===== config.mk =====
export PLATFORM = sky130hd
export DESIGN_NAME = wb_arbiter
export DESIGN_NICKNAME = d
export VERILOG_FILES = /design/src/rtl/wb_arbiter_pkg.sv /design/src/rtl/wb_fifo.sv /design/src/rtl/wb_arbiter.sv
export SDC_FILE = /design/constraint.sdc
export NUM_CORES = 1
export LEC_CHECK = 0
export CORE_UTILIZATION = 30
export DETAILED_ROUTE_END_ITERATION = 8
export PLACE_DENSITY_LB_ADDON = 0.1
export SLEW_MARGIN = 15
export SYNTH_ARGS = -nofsm -noshare
export SYNTH_HDL_FRONTEND = slang
export SYNTH_SLANG_ARGS = --single-unit

===== constraint.sdc =====
create_clock -name clk -period 4 [get_ports clk]
set_input_delay 0.8 -clock clk [delete_from_list [all_inputs] [get_ports clk]]
set_output_delay 0.8 -clock clk [all_outputs]
set_load 0.02 [all_outputs]

===== src/rtl/wb_arbiter_pkg.sv =====
// Shared definitions for the writeback arbiter: register-file widths,
// grant encoding and the channel-select decision.
package wb_arbiter_pkg;

    // Default register-file geometry, shared with register_file.
    localparam int RF_ADDR_LEN_DEFAULT = 5;
    localparam int RF_DATA_LEN_DEFAULT = 32;

    // Grant encoding for the single register-file write port.
    typedef enum logic [1:0] {
        WB_SEL_NONE = 2'd0,
        WB_SEL_ALU  = 2'd1,
        WB_SEL_MEM  = 2'd2
    } wb_sel_e;

    // Mem normally wins a collision; alu_forced overrides that when the ALU
    // has waited too long behind a continuous load stream.
    function automatic wb_sel_e wb_select(input logic alu_pending,
                                          input logic mem_pending,
                                          input logic alu_forced);
        if (alu_pending && (alu_forced || !mem_pending)) begin
            return WB_SEL_ALU;
        end else if (mem_pending) begin
            return WB_SEL_MEM;
        end
        return WB_SEL_NONE;
    endfunction

endpackage


===== src/rtl/wb_fifo.sv =====
// Small synchronous FIFO used as the per-producer writeback buffer.
// DEPTH must be a power of two so the pointers wrap by plain overflow.
module wb_fifo #(
    parameter  int WIDTH = 8,
    parameter  int DEPTH = 2,
    localparam int PTR_W = $clog2(DEPTH),
    localparam int CNT_W = $clog2(DEPTH) + 1
) (
    input  logic             clk,
    input  logic             rst,
    input  logic             push,
    input  logic [WIDTH-1:0] wdata,
    input  logic             pop,
    output logic [WIDTH-1:0] rdata,
    output logic             full,
    output logic             empty,
    output logic [CNT_W-1:0] count
);

    logic [WIDTH-1:0] storage [DEPTH];
    logic [PTR_W-1:0] wr_ptr;
    logic [PTR_W-1:0] rd_ptr;
    logic             do_push;
    logic             do_pop;

    assign full    = (count == CNT_W'(DEPTH));
    assign empty   = (count == '0);
    assign do_push = push && !full;
    assign do_pop  = pop && !empty;
    assign rdata   = storage[rd_ptr];

    // Entry storage, written at the tail on an accepted push.
    // NOTE: the data array is deliberately not reset; count gates every
    // read, so stale contents are never observed and the array stays plain RAM.
    always_ff @(posedge clk) begin
        if (do_push) begin
            storage[wr_ptr] <= wdata;
        end
    end

    // Pointer and occupancy bookkeeping; a simultaneous push and pop leaves count unchanged.
    // NOTE: state updates use <= so every register samples pre-edge values,
    // independent of statement order inside the block.
    always_ff @(posedge clk or negedge rst) begin
        if (!rst) begin
            wr_ptr <= '0;
            rd_ptr <= '0;
            count  <= '0;
        end else begin
            if (do_push) begin
                wr_ptr <= wr_ptr + PTR_W'(1);
            end
            if (do_pop) begin
                rd_ptr <= rd_ptr + PTR_W'(1);
            end
            case ({do_push, do_pop})
                2'b10:   count <= count + CNT_W'(1);
                2'b01:   count <= count - CNT_W'(1);
                default: count <= count;
            endcase
        end
    end

endmodule


===== src/rtl/wb_arbiter.sv =====
// Writeback arbiter: buffers ALU and load results in per-channel FIFOs and
// issues at most one registered register-file write per cycle. Writes to x0
// are accepted but discarded. Optional anti-starvation for the ALU channel
// is enabled with macro WB_FAIRNESS_EN (default build: strict mem priority).
module wb_arbiter
    import wb_arbiter_pkg::*;
#(
    parameter int RF_ADDR_LEN  = RF_ADDR_LEN_DEFAULT,
    parameter int RF_DATA_LEN  = RF_DATA_LEN_DEFAULT,
    parameter int FIFO_DEPTH   = 2,
    parameter int STARVE_LIMIT = 4
) (
    input  logic                   clk,
    input  logic                   rst,
    input  logic                   alu_valid,
    output logic                   alu_ready,
    input  logic [RF_ADDR_LEN-1:0] alu_rd_addr,
    input  logic [RF_DATA_LEN-1:0] alu_data,
    input  logic                   mem_valid,
    output logic                   mem_ready,
    input  logic [RF_ADDR_LEN-1:0] mem_rd_addr,
    input  logic [RF_DATA_LEN-1:0] mem_data,
    output logic                   rf_w_en,
    output logic [RF_ADDR_LEN-1:0] rf_rd_addr,
    output logic [RF_DATA_LEN-1:0] rf_rd_write_data,
    output logic                   idle
);

    localparam int ENTRY_W = RF_ADDR_LEN + RF_DATA_LEN;
    localparam int CNT_W   = $clog2(FIFO_DEPTH) + 1;

    // Elaboration-time guards on the configuration.
    if (FIFO_DEPTH < 2 || (FIFO_DEPTH & (FIFO_DEPTH - 1)) != 0) begin : g_bad_depth
        $error("wb_arbiter: FIFO_DEPTH must be a power of two >= 2");
    end
    if (STARVE_LIMIT < 1) begin : g_bad_limit
        $error("wb_arbiter: STARVE_LIMIT must be >= 1");
    end

    logic               alu_push, mem_push;
    logic               alu_pop, mem_pop;
    logic               alu_full, mem_full;
    logic               alu_empty, mem_empty;
    logic [CNT_W-1:0]   alu_count, mem_count;
    logic [ENTRY_W-1:0] alu_head, mem_head;
    logic               alu_forced;
    wb_sel_e            grant;

    // Ready depends only on registered occupancy, never on valid, and is
    // held low for the whole time reset is asserted.
    assign alu_ready = rst && !alu_full;
    assign mem_ready = rst && !mem_full;

    // A handshake to x0 completes but never enters the FIFO.
    assign alu_push = alu_valid && alu_ready && (alu_rd_addr != '0);
    assign mem_push = mem_valid && mem_ready && (mem_rd_addr != '0);

    wb_fifo #(
        .WIDTH (ENTRY_W),
        .DEPTH (FIFO_DEPTH)
    ) u_alu_fifo (
        .clk   (clk),
        .rst   (rst),
        .push  (alu_push),
        .wdata ({alu_rd_addr, alu_data}),
        .pop   (alu_pop),
        .rdata (alu_head),
        .full  (alu_full),
        .empty (alu_empty),
        .count (alu_count)
    );

    wb_fifo #(
        .WIDTH (ENTRY_W),
        .DEPTH (FIFO_DEPTH)
    ) u_mem_fifo (
        .clk   (clk),
        .rst   (rst),
        .push  (mem_push),
        .wdata ({mem_rd_addr, mem_data}),
        .pop   (mem_pop),
        .rdata (mem_head),
        .full  (mem_full),
        .empty (mem_empty),
        .count (mem_count)
    );

`ifdef WB_FAIRNESS_EN
    localparam int STARVE_W = $clog2(STARVE_LIMIT + 1);

    logic [STARVE_W-1:0] starve_cnt;

    assign alu_forced = (starve_cnt == STARVE_W'(STARVE_LIMIT));

    // Count mem grants that bypass a waiting ALU entry; reset on any ALU grant or an empty ALU FIFO.
    always_ff @(posedge clk or negedge rst) begin
        if (!rst) begin
            starve_cnt <= '0;
        end else if (alu_empty || grant == WB_SEL_ALU) begin
            starve_cnt <= '0;
        end else if (grant == WB_SEL_MEM) begin
            starve_cnt <= starve_cnt + STARVE_W'(1);
        end
    end
`else
    assign alu_forced = 1'b0;
`endif

    // Channel select from FIFO state only; the granted head is popped at the edge.
    // NOTE: every output of this block gets a default before the case, so no
    // path leaves a signal unassigned and no latch is inferred.
    always_comb begin
        alu_pop = 1'b0;
        mem_pop = 1'b0;
        grant   = wb_select(!alu_empty, !mem_empty, alu_forced);
        case (grant)
            WB_SEL_ALU: alu_pop = 1'b1;
            WB_SEL_MEM: mem_pop = 1'b1;
            default:    ;
        endcase
    end

    // Output register: one write strobe per popped entry; addr/data hold when idle.
    always_ff @(posedge clk or negedge rst) begin
        if (!rst) begin
            rf_w_en          <= 1'b0;
            rf_rd_addr       <= '0;
            rf_rd_write_data <= '0;
        end else begin
            rf_w_en <= (grant != WB_SEL_NONE);
            case (grant)
                WB_SEL_ALU: {rf_rd_addr, rf_rd_write_data} <= alu_head;
                WB_SEL_MEM: {rf_rd_addr, rf_rd_write_data} <= mem_head;
                default:    ;
            endcase
        end
    end

    assign idle = (alu_count == '0) && (mem_count == '0) && !rf_w_en;

endmodule


==> metrics.md <==
| Metric | Value |
|---|---|
| Most used flip-flop cell after synthesis | `edfxtp_1` |
| Hpwl dp | `approximately 11 mm` |
| # diodes | `0` |
| Multi-input gate area | `0.00190 mm^2` |
| Cells after Synth | `~450` |
| Relative slew slack | `a little under a third` |
| Core box area | `between 0.02 and 0.03 mm^2` |
| Via count | `between 4,000 and 5,000` |
| Clk slew on worst S/H paths | `about 0.07 ns` |
| Syn. warnings | `0` |
| Max Cap Viol | `0` |
| WP data arrival | `a little under 2 ns` |
| Vias in the first global route | `around 4,400` |
| Count leader, synth | `edfxtp_1` |
| Worst Tran Pin Value | `between 1 and 1.5 ns` |
| Highest-delay cell along the critical path | `clkdlybuf4s50_1` |
| Top cells by area, synth | `edfxtp_1 (58%), dfrtp_1 (15%), mux2i_1 (4.8%)` |
| # resized after CTS | `0` |
| CTS tree | `built` |
| Worst skew pair latency | `0.42 ns` |
| VDD IR max | `~0.34 mV` |
| F_max | `between 300 and 400 MHz` |
| P&R area growth vs syn | `26.9%` |
| Residual DRC | `0` |
| Largest net degree at the start of global routing | `76` |
| Pwr dens | `730 mW/mm^2` |
| Yosys top cell area share | `between 50% and 60%` |
| Worst Hold Class | `in -> async` |
| Clock Skews | `approximately 0.011 ns` |
| Synthesized area | `slightly below 0.008 mm^2` |
| I/O pins | `roughly 120` |
| Top cell type by total area after synthesis | `edfxtp_1` |
| Cell Rows | `58` |
| Seq cells post-synth | `194` |
| Ordered list of cells on the worst path | `nand2b_1, and2_1, clkdlybuf4s50_1` |
| Routed wl met3 | `714 um` |
| Number of port buffers | `118` |
| Tot GR Track Use | `between 10% and 20%` |
| Final hold viol count | `0` |
| Crit path capture type | `output port` |
| Seq/Total Area, Yosys | `72.6%` |
| Period Utilization, post-route | `slightly below 70%` |
| Hold buffers post-CTS | `0` |
| # fillers | `~2,300` |
| Antenna Nets Post-Route | `0` |
| M1 wire length | `slightly above 8 mm` |
| Most frequent cells after synthesis | `edfxtp_1 (148), dfrtp_1 (46), mux2i_1 (37), nor2b_1 (29), a211oi_1 (27)` |
| P_leak | `0.00334 uW` |
| Clock buffer depth | `2` |
| Placed Cells | `~890` |
| Final nets | `~660` |
| GR Overflow Total | `0` |
| Vias per cell | `around 4.6` |
| Share of cells above drive strength 1 | `between 15 and 20%` |
| Status | `finished, final reports clean` |
| CTS Sinks | `approximately 190` |
| Cts bufs inserted | `17` |
| DR WL/cell | `between 15 and 20 um` |
| Clock root buffer | `clkbuf_16` |
| Library cells used by synthesis | `34` |
| GP Congestion | `slightly above 0.7` |
| Worst setup SP type | `flop` |
| Setup TNS | `0 ns` |
| Final Routed Wirelength | `about 17 mm` |
| Slew Viols, Final | `0` |
| DR top layer | `met4` |
| Final Power | `approximately 7100 uW` |
| Chip height | `approximately 160 um` |
| WS Path Type | `reg -> out` |
| Metal2 WL | `about 8.3 mm` |
| Avg Inst Size Synth | `~17 um^2` |
| Global-route wire length before repair | `about 26 mm` |
| Syn_nets | `approximately 530` |
| Final design utilization | `38.8%` |
| RSZ-0062 raised after global routing | `false` |
| 1st-iter DRT viols | `204` |
| Minimum clock period | `approximately 2.7 ns` |
| Storage cell area | `between 0.005 and 0.006 mm^2` |
| Die Width | `roughly 160 um` |
| Setup bufs post-CTS | `0` |
| Die area | `between 0.02 and 0.03 mm^2` |
| Hold Worst Slack | `0.272 ns` |
| Final setup vio count | `0` |
| EDFF count, synth | `approximately 150` |
| Crit path max fanout | `5` |
| Number of iterations in the first detailed-routing pass | `4` |
| Layout Cells excl Fill | `920` |
| Slowest stage delay, CP | `around 0.60 ns` |
| Initial antenna violation count | `0` |
| Asr flop ratio synth | `23.7%` |
| CTS H-Tree Depth | `4` |
| Effective utilization at floorplan | `30.6%` |
| Required @ worst endpoint | `between 3 and 4 ns` |
report_power, final:
part | internal, uW | switching (uW) | leakage (uW)
logic | 1090 | 1310 | 0.00117
clock network | 945 | 739 | 0.000278
registers | 2630 | 429 | 0.00189
total | 4660 | 2480 | 0.00334
layout make-up:
type	count	area share, %
Sequential cell	194	57.3
Clock buffer	21	4.60
Timing Repair Buffer	132	13.1
Inverter	3	0.115
Multi-Input combinational cell	229	19.4
Clock inverter	11	1.32
Tap cell	330	4.22
cells in the final DEF, fill, tap and decap left out, drive strengths merged, types with 4 or more instances in the layout:
master	n
xnor2	5
nor3	4
o21ai	37
buf	15
nor2b	29
and2b	8
edfxtp	148
and2	4
clkdlybuf4s50	117
dfrtp	46
nor2	10
clkbuf	21
inv	6
o22ai	37
nand3	4
a211oi	37
clkinv	4
mux2i	37
logic make-up after synthesis:
group | Yosys count | share of synthesized area [%]
AO/OA/AOI/OAI | 115 | 12.8
adder cells (fa/ha/maj) | 2 | 0.325
buffers and inverters | 31 | 3.39
XOR/XNOR | 8 | 0.909
flip-flops | 194 | 72.6
AND/OR/NAND/NOR | 67 | 5.15
multiplexers | 37 | 4.81
flip-flops by register name, indices dropped and copies added (netlist names):
| name | cells |
|---|---|
| u_mem_fifo.count | 2 |
| u_alu_fifo.rd_ptr | 1 |
| u_mem_fifo.storage | 74 |
| rf_rd_write_data | 32 |
| u_mem_fifo.wr_ptr | 1 |
| u_alu_fifo.count | 2 |
| rf_w_en | 1 |
| rf_rd_addr | 5 |
| u_mem_fifo.rd_ptr | 1 |
| u_alu_fifo.storage | 74 |
| u_alu_fifo.wr_ptr | 1 |
worst paths after layout:
kind	cells past startpoint	slack [ns]	endpoint	startpoint
worst max-delay path	3	1.26	alu_ready	u_alu_fifo.count[0]$_DFFE_PN0P_
worst min-delay path	1	0.27	u_alu_fifo.count[0]$_DFFE_PN0P_	rst
worst max register to register	4	1.82	u_alu_fifo.storage[0][22]$_DFFE_PP_	u_alu_fifo.count[0]$_DFFE_PN0P_
worst min register to register	2	0.53	u_mem_fifo.wr_ptr$_DFFE_PN0P_	u_mem_fifo.wr_ptr$_DFFE_PN0P_
max in group asynchronous	2	3.16	rf_rd_write_data[19]$_DFFE_PN0P_	rst
min in group clk	2	0.53	u_mem_fifo.wr_ptr$_DFFE_PN0P_	u_mem_fifo.wr_ptr$_DFFE_PN0P_
worst max-delay path: cells and delay by family, from the launching register on:
family / cells / cell delay (ns)
DFF: 1 / 0.46
buffers and inverters: 1 / 0.60
and+or+nand+nor: 2 / 0.45
routing by layer:
| layer | track usage (%) | up-vias |
|---|---|---|
| li1 | - | 2003 |
| met1 | 18.4 | 2153 |
| met2 | 22.1 | 97 |
| met3 | 3.58 | 11 |
| met4 | 3.99 | 0 |
| met5 | 0 | - |
metrics by stage:
step                instance area (um^2)  setup WS (ns)
floorplan                           7720          0.957
global placement                    9200           1.05
detailed placement                  9200           1.02
CTS                                 9780           1.23
global route                        9780           1.17
finish                              9780           1.26
(Power assumes the default switching activity.)
